## config.mk

```make
export PLATFORM = sky130hd
export DESIGN_NAME = pchk_shifter
export DESIGN_NICKNAME = d
export VERILOG_FILES = /design/src/rtl/pchk_shifter.sv
export SDC_FILE = /design/constraint.sdc
export NUM_CORES = 1
export LEC_CHECK = 0
export CAP_MARGIN = 20
export CORE_ASPECT_RATIO = 0.9
export CORE_MARGIN = 2
export CORE_UTILIZATION = 30
export CTS_CLUSTER_DIAMETER = 200
export DETAILED_ROUTE_END_ITERATION = 10
export PLACE_DENSITY = 0.55
export SYNTH_ARGS = -nofsm -noshare
export SYNTH_HDL_FRONTEND = slang
export SYNTH_SLANG_ARGS = --single-unit
export TNS_END_PERCENT = 50
```

## constraint.sdc

```tcl
create_clock -name clk_i -period 1.13 [get_ports clk_i]
set_input_delay 0.339 -clock clk_i [delete_from_list [all_inputs] [get_ports clk_i]]
set_output_delay 0.339 -clock clk_i [all_outputs]
set_load 0.01 [all_outputs]
```

## src/rtl/pchk_shifter.sv

```systemverilog
// rtl/pchk_shifter.sv - load/shift-left word register with MSB out and down-counting bit index
module pchk_shifter #(
   parameter int DW = 8
) (
   input  logic          clk_i,
   input  logic          rst_ni,
   input  logic          load_i,
   input  logic          shift_i,
   input  logic [DW-1:0] data_i,
   output logic          msb_o,
   output logic          last_o
);

   localparam int BW = $clog2(DW);

   logic [DW-1:0] sreg_q, sreg_d;
   logic [BW-1:0] bit_cnt_q, bit_cnt_d;

   // Load takes priority; a shift consumes the MSB and steps the bit index down.
   always_comb begin
      sreg_d    = sreg_q;
      bit_cnt_d = bit_cnt_q;
      if (load_i) begin
         sreg_d    = data_i;
         bit_cnt_d = BW'(DW - 1);
      end else if (shift_i) begin
         sreg_d    = {sreg_q[DW-2:0], 1'b0};
         bit_cnt_d = bit_cnt_q - BW'(1);
      end
   end

   // Word register and bit index.
   always_ff @(posedge clk_i or negedge rst_ni) begin
      if (!rst_ni) begin
         sreg_q    <= '0;
         bit_cnt_q <= '0;
      end else begin
         sreg_q    <= sreg_d;
         bit_cnt_q <= bit_cnt_d;
      end
   end

   assign msb_o  = sreg_q[DW-1];
   assign last_o = (bit_cnt_q == '0);

endmodule

```

## Word-level counts from Yosys, hierarchy flattened

Cells that the tools add are included.

| storage, ports and cells | value |
|---|---|
| bits in registers | 11 |
| output and inout bits | 2 |

| cells by class | value |
|---|---|
| add/subtract/negate cells | 1 |
| reductions and logical operators | 2 |
| multiplexer cells | 4 |

Operators with widths:

| operator | number |
|---|---|
| 2-to-1 mux 8 bit | 2 |
| 2-to-1 mux 3 bit | 2 |
| zero test 3 bit | 1 |
| subtractor 3 x 1 -> 3 bit (second input constant) | 1 |
| nonzero test 2 bit | 1 |

## Longest topological paths before layout

Gate-level depths: netlist of run 1.

| logic depth | value |
|---|---|
| word-level depth | 3 |
| mapped depth | 5 |
| gate-level depth less buffers | 5 |

## Worst setup path before layout of run 1

No wires, ideal clock.

| timing path | value |
|---|---|
| kind | reg-to-reg |
| start | register bit_cnt_q[0] |
| end | register bit_cnt_q[2] |
| data required time | 1012 ps |
| stages on the path, launching flop included | 6 |
| slack | 17 ps |
| clock period less this slack | 1113 ps |
| path buffers | 0 |
| data arrival time | 995 ps |
| path through | dfrtp_1 > inv_1 > ha_1 > ha_1 > nand2_1 > a21o_1 |

| between the ends | value |
|---|---|
| longest elaborated chain between the ends | 3 |

RTL lines:

| element | RTL line | text |
|---|---|---|
| start, declared | 17 | `logic [BW-1:0] bit_cnt_q, bit_cnt_d;` |
| start signal, assigned | 39 | `bit_cnt_q <= bit_cnt_d;` |
| subtractor 3 x 1 -> 3 bit | 28 | `bit_cnt_d = bit_cnt_q - BW'(1);` |
| 2-to-1 mux 3 bit | 26 | `end else if (shift_i) begin` |
| 2-to-1 mux 3 bit | 23 | `if (load_i) begin` |

Every way passes these cells. The select of a mux whose other input is x is not followed.
A chain may end at the register's enable or synchronous reset.

## Worst setup path after layout of run 1

| timing path | value |
|---|---|
| start | register bit_cnt_q[0] |
| end | output port last_o |

| between the ends | value |
|---|---|
| longest elaborated chain between the ends | 1 |

RTL lines:

| element | RTL line | text |
|---|---|---|
| zero test 3 bit | 44 | `assign last_o = (bit_cnt_q == '0);` |
| end, declared | 11 | `output logic last_o` |

Every way passes these cells.

==> flow_metrics.tcl, run 1 <==
set metrics [dict create \
    status "finished, violations left" \
    violations "setup timing" \
    grt_busiest_layer "met2" \
    vias_per_cell 4.20 \
    firstDrtPassIters 3 \
    synth_top_area_share_pct 50.3 \
    maxSlewViolCount 0 \
    whs_ps 368 \
    cts.sinks 11 \
    cts_tree "yes" \
    worst_setup_hold_path_clk_slew_ps 70 \
    fin_crit_ps 1430 \
    critPathArrivalTime_ps 1090 \
    relSlewSlack_pct 87.7 \
    synth-edff-count 0 \
    drv_cap 0 \
    drive_gt1_share_pct 29.2 \
    setup_slack_ps -301 \
    grt-ovfl-total 0 \
    syn_avg_cell_area_um2 10.7 \
    startpoint_type "flop" \
    syn-cell-area_um2 547 \
    die-height_um 44.5 \
    multi_input_area_um2 262 \
    cellPowerDensity_mw_per_mm2 1120 \
    leakage_nw 0.370 \
    path_max_fanout 2 \
    seq_power_share_pct 49.3 \
    grt_max_degree 15 \
    regArea_um2 275 \
    htreeDepth 1 \
    rows 14 \
    core_area_mm2 0.00170 \
    ys.flop_type "dfrtp_1" \
    die-width_um 49 \
    root_buffer "clkbuf_4" \
    drc 0 \
    fmax_mhz 699 \
    numCtsBuffers 3 \
    grt_pass1_wl_um 1740 \
    synth_commonest_cells "dfrtp_1, nand2_1, mux2i_1, o21ai_2" \
    post-route-util_pct 47.9 \
    drt_iter0_markers 3 \
    io_pins 14 \
    power_switching_mw 0.229 \
    ys_async_sr_fraction_pct 100 \
    yosysMostFrequentCell "dfrtp_1" \
    final_nets 87 \
    switching_share_pct 25.2 \
    grtUsageTotal_pct 10.9 \
    drt_wl_total_um 982 \
    total_power_mw 0.908 \
    dieArea_mm2 0.00218 \
    cp-end-kind "primary output" \
    place_congestion 0.648 \
    port_buffers 13 \
    tightest_slew_ps 179 \
    grt_util_met1_pct 12.8 \
    rsz0062_at_grt "yes" \
    area_growth_syn_to_layout_pct 48.7 \
    yosysSeqAreaShare_pct 50.3 \
    use_met3_pct 2.70 \
    synth_fp_nets 65 \
    period_share_pct 127 \
    yosysWarnings 0 \
    vias 403 \
    hold_viol_final 0 \
    finClkSkew_ps 2.33 \
    grt_antenna_before_repair 0 \
    clock_power_share_pct 29.7 \
    ys_top_cells_by_area "dfrtp_1, mux2i_1, nand2_1" \
    yosysUniqueCellTypes 16 \
    clockBufferDepth 2 \
    setup_violations 1 \
    place_hpwl_um 683 \
    grt_use_met2_pct 18.4 \
    irDropWorstVdd_mv 0.594 \
    yosysTopAreaCell "dfrtp_1" \
    synthCells 51 \
    synth_seq_cells 11 \
    grt_pass1_vias 400 \
    internal_power_mw 0.679 \
    wl_per_cell_um 10.2 \
    p_comb_share_pct 21.0 \
    hold_path_class "in -> async" \
    drtAntennaViolNets 0 \
    clk_latency_ps 270 \
    nFillCells 179 \
    crit_type "reg -> out" \
    start_util_pct 32.2 \
    crit_required_ps 790 \
    n_antenna_cell 0 \
]
## cell type report
class,count,share of cell area [%]
Sequential cell,11,33.8
Inverter,3,1.38
Clock buffer,4,3.23
Timing Repair Buffer,20,25.7
Multi-Input combinational cell,34,32.2
Tap cell,24,3.69
## path summary, 6_finish.rpt
check | slack [ps] | from | depth (start not counted) | end
max | -300 | bit_cnt_q[0] | 4 | last_o
min | 370 | rst_ni | 2 | sreg_q[7]
max reg2reg | 10 | bit_cnt_q[0] | 5 | bit_cnt_q[2]
min reg2reg | 550 | sreg_q[5] | 2 | sreg_q[5]
max in group asynchronous | 610 | rst_ni | 2 | bit_cnt_q[1]
min in group clk_i | 550 | sreg_q[5] | 2 | sreg_q[5]
## critical path, stage by stage (launching register included)
cell     delay [ps]
dfrtp_1         360
inv_2            50
ha_4            160
ha_4            150
buf_6           110
## logic make-up after synthesis
kind of cell	after synthesis	share of synthesized area, %
fa+ha+maj	2	4.58
xor+xnor	1	1.60
simple gates	14	11.4
mux	7	12.8
compound gates	10	12.8
buf+inv	6	6.41
flops	11	50.3
## placed cells by master, fill, tap and decap left out
master and n:
xnor2_1 1, mux2i_1 7, inv_2 2, o21ai_0 1
a21o_1 2, or2_2 1, clkbuf_4 3, nand2_1 10
nand2b_1 2, o21ai_1 3, dfrtp_1 11, clkbuf_1 1
o21ai_2 4, ha_4 2, or2_1 1, inv_1 1
dlygate4sd2_1 1, buf_12 2, clkdlybuf4s50_1 10, buf_4 5
buf_6 2
## metal layers
layer / vias up / part of all wire, %
met3: 2 / 5.1
li1: 211 / -
met4: 0 / 1.0
met1: 180 / 46
met5: - / 0
met2: 10 / 48
## flip-flops by register name, indices dropped and copies added (netlist names)
name / count
sreg_q: 8
bit_cnt_q: 3
## metrics by stage
stage / worst slack (ps) / std cells / TNS (ps) / cell area, um2
2_1_floorplan: 17.2 / 51 / 0 / 547
3_3_place_gp: -409 / 91 / -4090 / 753
3_5_place_dp: -412 / 91 / -4010 / 753
4_1_cts: -327 / 96 / -332 / 797
5_1_grt: -346 / 96 / -404 / 813
6_report: -301 / 96 / -301 / 813
## power by group through the flow
| stage | Clock (mW) | Sequential (mW) | Combinational (mW) |
|---|---|---|---|
| after global placement | 0 | 0.453 | 0.177 |
| after global routing | 0.307 | 0.451 | 0.213 |
| final | 0.270 | 0.448 | 0.191 |
| after floorplan | 0 | 0.452 | 0.0879 |
| after detailed placement | 0 | 0.454 | 0.179 |
| after CTS | 0.284 | 0.446 | 0.183 |
## repair_timing
| item | in CTS | in global routing |
|---|---|---|
| endpoints found under the setup margin | 11 | 3 |
| hold buffers | 0 | 0 |
| buffers inserted | 1 | 0 |
| resized for setup | 13 | 4 |
| pin swaps | 1 | 1 |
(Power assumes the default switching activity.)
==> run 2: changes to the inputs <==
clock period = 1.31 ns   (was 1.13 ns; I/O delays follow)
==> run 2 against run 1 <==
The flow still finishes with violations (setup timing). Global-route usage decreased by 0.90 points. Worst hold slack better by 52 ps. First-iteration DRC count fell by 67%. Critical path depth stayed put. Final cell count down 1.0%. Core utilization down 1.2 points. Via count unchanged. Cell area shrank 2.5%. Largest cell class unchanged. Count of clock-buffer cells in the layout did not move. Flip-flop and latch count is the same. Critical path type unchanged. Combinational power down 20%.
==> flow_metrics.tcl, run 2 (synthesized netlist as in run 1, its figures left out) <==
set metrics [dict create \
    status "finished, violations left" \
    violations "setup timing" \
    tightest_slew_ps 235 \
    p_comb_share_pct 19.8 \
    cpPeakStageDelay_ps 380 \
    clk_latency_ps 260 \
    worstPathCellList "inv_1 > ha_2 > ha_4 > buf_6" \
    dieArea_mm2 0.00218 \
    area_growth_syn_to_layout_pct 45.1 \
    n_antenna_cell 0 \
    hold_buffers 0 \
    cts.sinks 11 \
    irDropWorstVdd_mv 0.648 \
    htreeDepth 1 \
    start_util_pct 32.2 \
    grt_antenna_before_repair 0 \
    hold_path_class "in -> async" \
    grt-ovfl-total 0 \
    r2r-end "bit_cnt_q[2]" \
    clock_power_share_pct 30.1 \
    critPathSlowestCell "dfrtp_1" \
    place_hpwl_um 680 \
    whs_ps 420 \
    cp-end-kind "primary output" \
    final_common_cell "dfrtp_1" \
    finClkSkew_ps 2.45 \
    drt_iter0_markers 1 \
    seq_power_share_pct 50.1 \
    path_max_fanout 2 \
    rrSetupSlack_ps 160 \
    die-height_um 44.5 \
    leakage_nw 0.374 \
    port_buffers 13 \
    placed_area_um2 753 \
    grt_max_degree 15 \
    nFillCells 183 \
    critPathBufInv 2 \
    cts_setup_buffers 0 \
    drv_cap 0 \
    relSlewSlack_pct 84.3 \
    drc 0 \
    setup_violations 1 \
    rows 14 \
    die-width_um 49 \
    drt_wl_total_um 954 \
    final_cell_mix "dfrtp_1, nand2_1, clkdlybuf4s50_1" \
    setup_slack_ps -198 \
    regMostFlops "sreg_q" \
    maxSlewViolCount 0 \
    post-route-util_pct 46.7 \
    fin_area_um2 793 \
    numCtsBuffers 3 \
    drtAntennaViolNets 0 \
    fmax_mhz 663 \
    fin_crit_ps 1510 \
    rsz0062_at_grt "yes" \
    vias 403 \
    grtUsageTotal_pct 10.0 \
    startpoint_type "flop" \
    root_buffer "clkbuf_4" \
    worst_setup_hold_path_clk_slew_ps 70 \
    crit_required_ps 920 \
    switching_share_pct 24.9 \
    firstDrtPassIters 4 \
    crit_family "flip-flops" \
    grt_pass1_wl_um 1620 \
    vias_per_cell 4.24 \
    r2r_cells 5 \
    largestRegisters "sreg_q: 8 flops, bit_cnt_q: 3 flops" \
    place_congestion 0.672 \
    crit_type "reg -> out" \
    r2r_start "bit_cnt_q[0]" \
    period_share_pct 115 \
    wl_per_cell_um 10.0 \
    hold_viol_final 0 \
    largest_reg_flops 8 \
    clockBufferDepth 2 \
    cts_tree "yes" \
    drive_gt1_share_pct 25.4 \
    internal_power_mw 0.577 \
    tns_ps -198 \
    power_switching_mw 0.191 \
    core_area_mm2 0.00170 \
    cellPowerDensity_mw_per_mm2 969 \
    final_nets 86 \
    critPathArrivalTime_ps 1110 \
    place_ws_ps -284 \
    grt_pass1_vias 384 \
    io_pins 14 \
]
run 2: changes by cell type in the layout (fill, tap and decap cells not counted), sizes merged:
cell	delta
buf	-2
clkbuf	+1
dlygate4sd2	-1
dlymetal6s2s	+1
run 2: power groups by stage:
stage / clock network, mW / registers (mW) / logic [mW]
6_report: 0.232 / 0.385 / 0.152
5_1_grt: 0.260 / 0.388 / 0.167
4_1_cts: 0.247 / 0.385 / 0.156
3_5_place_dp: 0 / 0.391 / 0.154
3_3_place_gp: 0 / 0.391 / 0.153
2_1_floorplan: 0 / 0.390 / 0.0758
run 2: layout make-up:
class / count / area, um2 / share of cell area (%)
Clock buffer: 4 / 26.3 / 3.31
Inverter: 3 / 11.3 / 1.42
Multi-Input combinational cell: 34 / 251 / 31.7
Sequential cell: 11 / 275 / 34.7
Tap cell: 24 / 30.0 / 3.79
Timing Repair Buffer: 19 / 199 / 25.1
run 2: what timing repair did:
action / in CTS / in global routing
hold endpoints to repair: 0 / 0
endpoints found under the setup margin: 2 / 3
resized for setup: 10 / 2
run 2: per-layer routing:
layer	wire length, um	vias to the layer above	share of wire (%)	track usage [%]
met3	65	0	6.8	5.74
li1	-	210	-	-
met1	426	181	45	11.1
met5	0	-	0	0
met2	462	12	48	17.3
met4	0	0	0	1.71
run 2: worst max-delay path by stage:
| stage | from | endpoint | slack (ps) | cells after the start |
|---|---|---|---|---|
| after CTS | bit_cnt_q[0] | last_o | -200 | 4 |
| final | bit_cnt_q[1] | last_o | -200 | 4 |
| after global placement | bit_cnt_q[0] | last_o | -280 | 4 |
| after floorplan | bit_cnt_q[0] | last_o | 150 | 3 |
| after detailed placement | bit_cnt_q[1] | last_o | -280 | 4 |
| after global routing | bit_cnt_q[0] | last_o | -260 | 4 |
run 2: metrics by stage:
step	total power [mW]	std cells
2_1_floorplan	0.466	51
5_1_grt	0.815	95
3_3_place_gp	0.544	91
4_1_cts	0.788	95
6_report	0.769	95
3_5_place_dp	0.546	91
